## config.mk

```make
export PLATFORM = sky130hd
export DESIGN_NAME = button_event
export DESIGN_NICKNAME = d
export VERILOG_FILES = /design/src/rtl/button_event_pkg.sv /design/src/rtl/button_event.sv
export SDC_FILE = /design/constraint.sdc
export NUM_CORES = 1
export LEC_CHECK = 0
export CAP_MARGIN = 30
export CORE_UTILIZATION = 35
export DETAILED_ROUTE_END_ITERATION = 10
export PLACE_DENSITY_LB_ADDON = 0.12
export SETUP_SLACK_MARGIN = 0.2
export SLEW_MARGIN = 10
export SYNTH_ARGS = -nofsm -noshare
export SYNTH_HDL_FRONTEND = slang
export SYNTH_SLANG_ARGS = --single-unit
```

## constraint.sdc

```tcl
create_clock -name clk -period 6.05 [get_ports clk]
set_clock_uncertainty 0.2 [all_clocks]
set_input_delay 0.605 -clock clk [delete_from_list [all_inputs] [get_ports clk]]
set_output_delay 0.605 -clock clk [all_outputs]
set_load 0.02 [all_outputs]
```

## src/rtl/button_event_pkg.sv

```systemverilog
// rtl/button_event_pkg.sv - shared timing defaults and counter sizing for button_event
package button_event_pkg;

    // 100 MHz demo timing, in clk cycles
    localparam int DEMO_DEBOUNCE_CYCLES = 1_000_000;
    localparam int DEMO_REPEAT_CYCLES   = 10_000_000;
    localparam int DEMO_LONG_CYCLES     = 50_000_000;

    function automatic int cnt_width(input int a, input int b);
        int m;
        m = (a > b) ? a : b;
        return (m < 2) ? 1 : $clog2(m);
    endfunction

endpackage

```

## src/rtl/button_event.sv

```systemverilog
// rtl/button_event.sv - debounced button level to press/release/long/auto-repeat step pulses
module button_event
    import button_event_pkg::*;
#(
    parameter int LONG_LIMIT    = DEMO_LONG_CYCLES,
    parameter int REPEAT_PERIOD = DEMO_REPEAT_CYCLES,
    parameter bit REPEAT_EN     = 1'b1
) (
    input  logic clk,
    input  logic reset,
    input  logic pbi,
    output logic press,
    output logic released,
    output logic long,
    output logic step,
    output logic held
);

    localparam int CW = cnt_width(LONG_LIMIT, REPEAT_PERIOD);
    localparam logic [CW-1:0] LONG_LAST   = CW'(LONG_LIMIT - 1);
    localparam logic [CW-1:0] REPEAT_LAST = CW'(REPEAT_PERIOD - 1);

    localparam logic [1:0] S_IDLE    = 2'd0;
    localparam logic [1:0] S_PRESSED = 2'd1;
    localparam logic [1:0] S_HELD    = 2'd2;

    logic [1:0]    state;
    logic [CW-1:0] count;

    always_ff @(posedge clk or posedge reset) begin
        if (reset) begin
            state    <= S_IDLE;
            count    <= '0;
            press    <= 1'b0;
            released <= 1'b0;
            long     <= 1'b0;
            step     <= 1'b0;
            held     <= 1'b0;
        end else begin
            press    <= 1'b0;
            released <= 1'b0;
            long     <= 1'b0;
            step     <= 1'b0;
            case (state)
                S_IDLE: begin
                    if (pbi) begin
                        state <= S_PRESSED;
                        count <= '0;
                        press <= 1'b1;
                        step  <= 1'b1;
                    end
                end
                S_PRESSED: begin
                    if (!pbi) begin
                        state    <= S_IDLE;
                        count    <= '0;
                        released <= 1'b1;
                    end else if (count == LONG_LAST) begin
                        state <= S_HELD;
                        count <= '0;
                        long  <= 1'b1;
                        step  <= REPEAT_EN;
                        held  <= 1'b1;
                    end else begin
                        count <= count + 1'b1;
                    end
                end
                S_HELD: begin
                    // release wins over a repeat landing on the same edge
                    if (!pbi) begin
                        state    <= S_IDLE;
                        count    <= '0;
                        released <= 1'b1;
                        held     <= 1'b0;
                    end else if (REPEAT_EN && count == REPEAT_LAST) begin
                        count <= '0;
                        step  <= 1'b1;
                    end else if (REPEAT_EN) begin
                        count <= count + 1'b1;
                    end
                end
                default: begin
                    state <= S_IDLE;
                    count <= '0;
                    held  <= 1'b0;
                end
            endcase
        end
    end

endmodule
```

==> metrics.cfg <==
[status]
status = finished, final reports clean

[yosys]
syn-cell-area_um2 = 1950
synthMuxAreaShare_pct = 0
ys_types = 41
synth_top_family_by_area = simple AND/OR/NAND/NOR gates
async_reset_ff_share_pct = 100
syn_avg_cell_area_um2 = 8.91
synth_compound_area_share_pct = 21.1
synthTopCellsByArea = dfrtp_1, a31oi_1, nand2_1, a21oi_1, nand3_1
ys_seq_area_share_pct = 42.3
synthCells = 219
ys_warn_count = 0
yosys.area.top_type = dfrtp_1
yosys.area_share.simple_pct = 28.2
ys_seq_elements = 33
post-synth-top-area-fraction_pct = 42.3
synth_xor_area_share_pct = 0
synthAdderAreaFrac_pct = 3.21
ys.flop_type = dfrtp_1
synth-edff-count = 0
syn-num-nets = 227

[cts]
cts_setup_buffers = 0
tritoncts = built
ctsHoldBuffers = 0
clock_latency_ps = 280
cts-resized-gates = 0
cts_root_buf = clkbuf_8
ctsLongestPathBuffers = 2
clkSinkCount = 33
clk_pin_slew_ps = 70
htreeDepth = 2
cts_made_buffers = 5

[worst_setup_path]
cp_cell_sequence = ha_1 > and4b_1 > nand4_1 > o41ai_4 > a21oi_2 > buf_4 > a41oi_1 > a31oi_1
required_ps = 6050
critPathLaunchType = flop
cp-startpoint = count[0]$_DFFE_PP0N_
crit_type = flop to flop
cp_max_fo = 26
cpMaxStageDelayCell = a21oi_2
r2r-start = count[0]$_DFFE_PP0N_
end_kind = flop
cpPeakStageDelay_ps = 570
cp.arrival_ps = 2830

[routing]
via_count = 1615
ant_nets = 0
drt_iter0_markers = 99
drcViolationCount = 0
drtPass1Iterations = 4
vias_per_cell = 5.46
routed_wl_um = 4560
routedWlPerCell_um = 15.4

[sta]
finalCritPeriodShare_pct = 46.7
max-slew-margin-rel_pct = 47.1
setup_tns_ps = 0
fmax_ghz = 0.354
final-max-slew-violation-count = 0
grt_setup_unrepaired = false
setup_viol = 0
hold_violations = 0
whs_ps = 336
tightest_slew_ps = 794
period_minus_slack_ps = 2830

[layout]
final_cells = 296
fillers = 552
design_area_um2 = 2150
diodes = 0
nets = 233
areaGrowthSynthToFinish_pct = 10.2
drive_above_1_share_pct = 7.08
final_core_util_pct = 41.0

[min_path]
hold_class = flop to flop
hold_start = count[6]$_DFFE_PP0N_

[place]
place_area_um2 = 2070
gp_congestion = 0.783
place_hpwl_um = 3080
port-buffer-count = 7
dp.cells = 288

[power_and_ir_drop]
irDropWorstVdd_mv = 0.185
p_leak_uw = 0.000898
cellPowerDensity_nw_per_um2 = 256

[grt]
antenna_found_initial = 0
grt_max_degree = 34
grt_pass1_vias = 1589
grt.total_usage_pct = 16.8
overflow = 0
grt_first_pass_wirelength_um = 7740

[floorplanning]
initial_core_util_pct = 37.2
die_h_um = 76.7
boundaryPins = 8
core_area_um2 = 5240
chipWidth_um = 76.7
die_area_um2 = 5880
row_count = 26

[job]
cap_violations = 0

==> state kept, by name, indices dropped and copies added, names as in the netlist <==
register and flops:
state 2, held 1, press 1, step 1, released 1, long 1
count 26
==> placed cells by master, fill, tap and decap left out, types with 2 or more instances in the layout <==
cell type	synthesis	layout
nor4_1	3	3
inv_1	12	12
a21oi_1	17	17
and4_1	3	3
a21o_1	3	3
nor2_1	8	8
nand2_1	25	25
o21ai_0	10	10
nor3_1	7	7
clkinv_2	0	2
a22o_1	3	3
or3_1	5	5
nand4_1	7	7
ha_1	5	5
clkdlybuf4s50_1	0	7
nor2b_1	2	2
nand2b_1	5	5
and3_1	6	6
a41oi_1	4	4
a31oi_1	17	17
dfrtp_1	33	33
clkbuf_8	0	5
buf_4	0	2
nand3_1	14	14
o211ai_1	3	3
==> worst paths after layout <==
| path | slack, ps | depth (start not counted) | to |
|---|---|---|---|
| max in group asynchronous | 4810 | 3 | count[12]$_DFFE_PP0N_ |
| setup reg to reg | 3220 | 8 | count[24]$_DFFE_PP0N_ |
| min in group asynchronous | 520 | 3 | count[20]$_DFFE_PP0N_ |
| hold reg to reg | 340 | 1 | count[6]$_DFFE_PP0N_ |
| hold / removal | 340 | 1 | count[6]$_DFFE_PP0N_ |
| setup / recovery | 3220 | 8 | count[24]$_DFFE_PP0N_ |
==> cell type report <==
class / count / area, um^2 / area share (%)
Clock inverter: 2 / 10.0 / 0.466
Clock buffer: 6 / 72.6 / 3.38
Timing Repair Buffer: 9 / 85.1 / 3.96
Inverter: 12 / 45.0 / 2.10
Sequential cell: 33 / 826 / 38.4
Multi-Input combinational cell: 164 / 1020 / 47.6
Tap cell: 70 / 87.6 / 4.07
==> cell families after synthesis <==
group	Yosys count
AO/OA/AOI/OAI	63
adder cells (fa/ha/maj)	5
buffers and inverters	22
flip-flops	33
AND/OR/NAND/NOR	96
==> Yosys cell counts, drive strengths merged, types with 4 or more instances <==
library cell,n
dfrtp,33
nand2,25
a21oi,18
a31oi,17
nand3,15
inv,12
o21ai,11
nand4,8
nor2,8
nor3,8
and3,6
buf,5
clkbuf,5
ha,5
nand2b,5
or3,5
a41oi,4
==> power by group <==
group / switching, uW / internal, uW / leakage [uW]
clock: 81.9 / 79.7 / 0.0000450
sequential: 10.7 / 233 / 0.000455
combinational: 92.4 / 53.3 / 0.000397
==> critical path, delay by kind of cell, from the launching register on <==
family | cells | cell delay [ps]
buffers and inverters | 1 | 390
AND/OR/NAND/NOR | 2 | 430
adder cells (fa/ha/maj) | 1 | 290
AO/OA/AOI/OAI | 4 | 1000
flip-flops | 1 | 420
==> metrics by stage <==
stage / setup slack, ps / power (uW)
final: 3220 / 551
after global routing: 3040 / 586
after CTS: 3230 / 561
after detailed placement: 3120 / 396
after global placement: 3170 / 396
after floorplan: 3890 / 360
==> per-layer routing <==
metal	part of all wire (%)	vias to the layer above	global-route usage [%]	routed length [um]
li1	-	833	-	-
met3	2.0	5	3.57	93
met1	52	765	22.5	2380
met2	45	12	27.2	2040
met5	0	-	0	0
met4	0.92	0	5.19	42
Note: power is estimated with default switching activity, not from simulation.
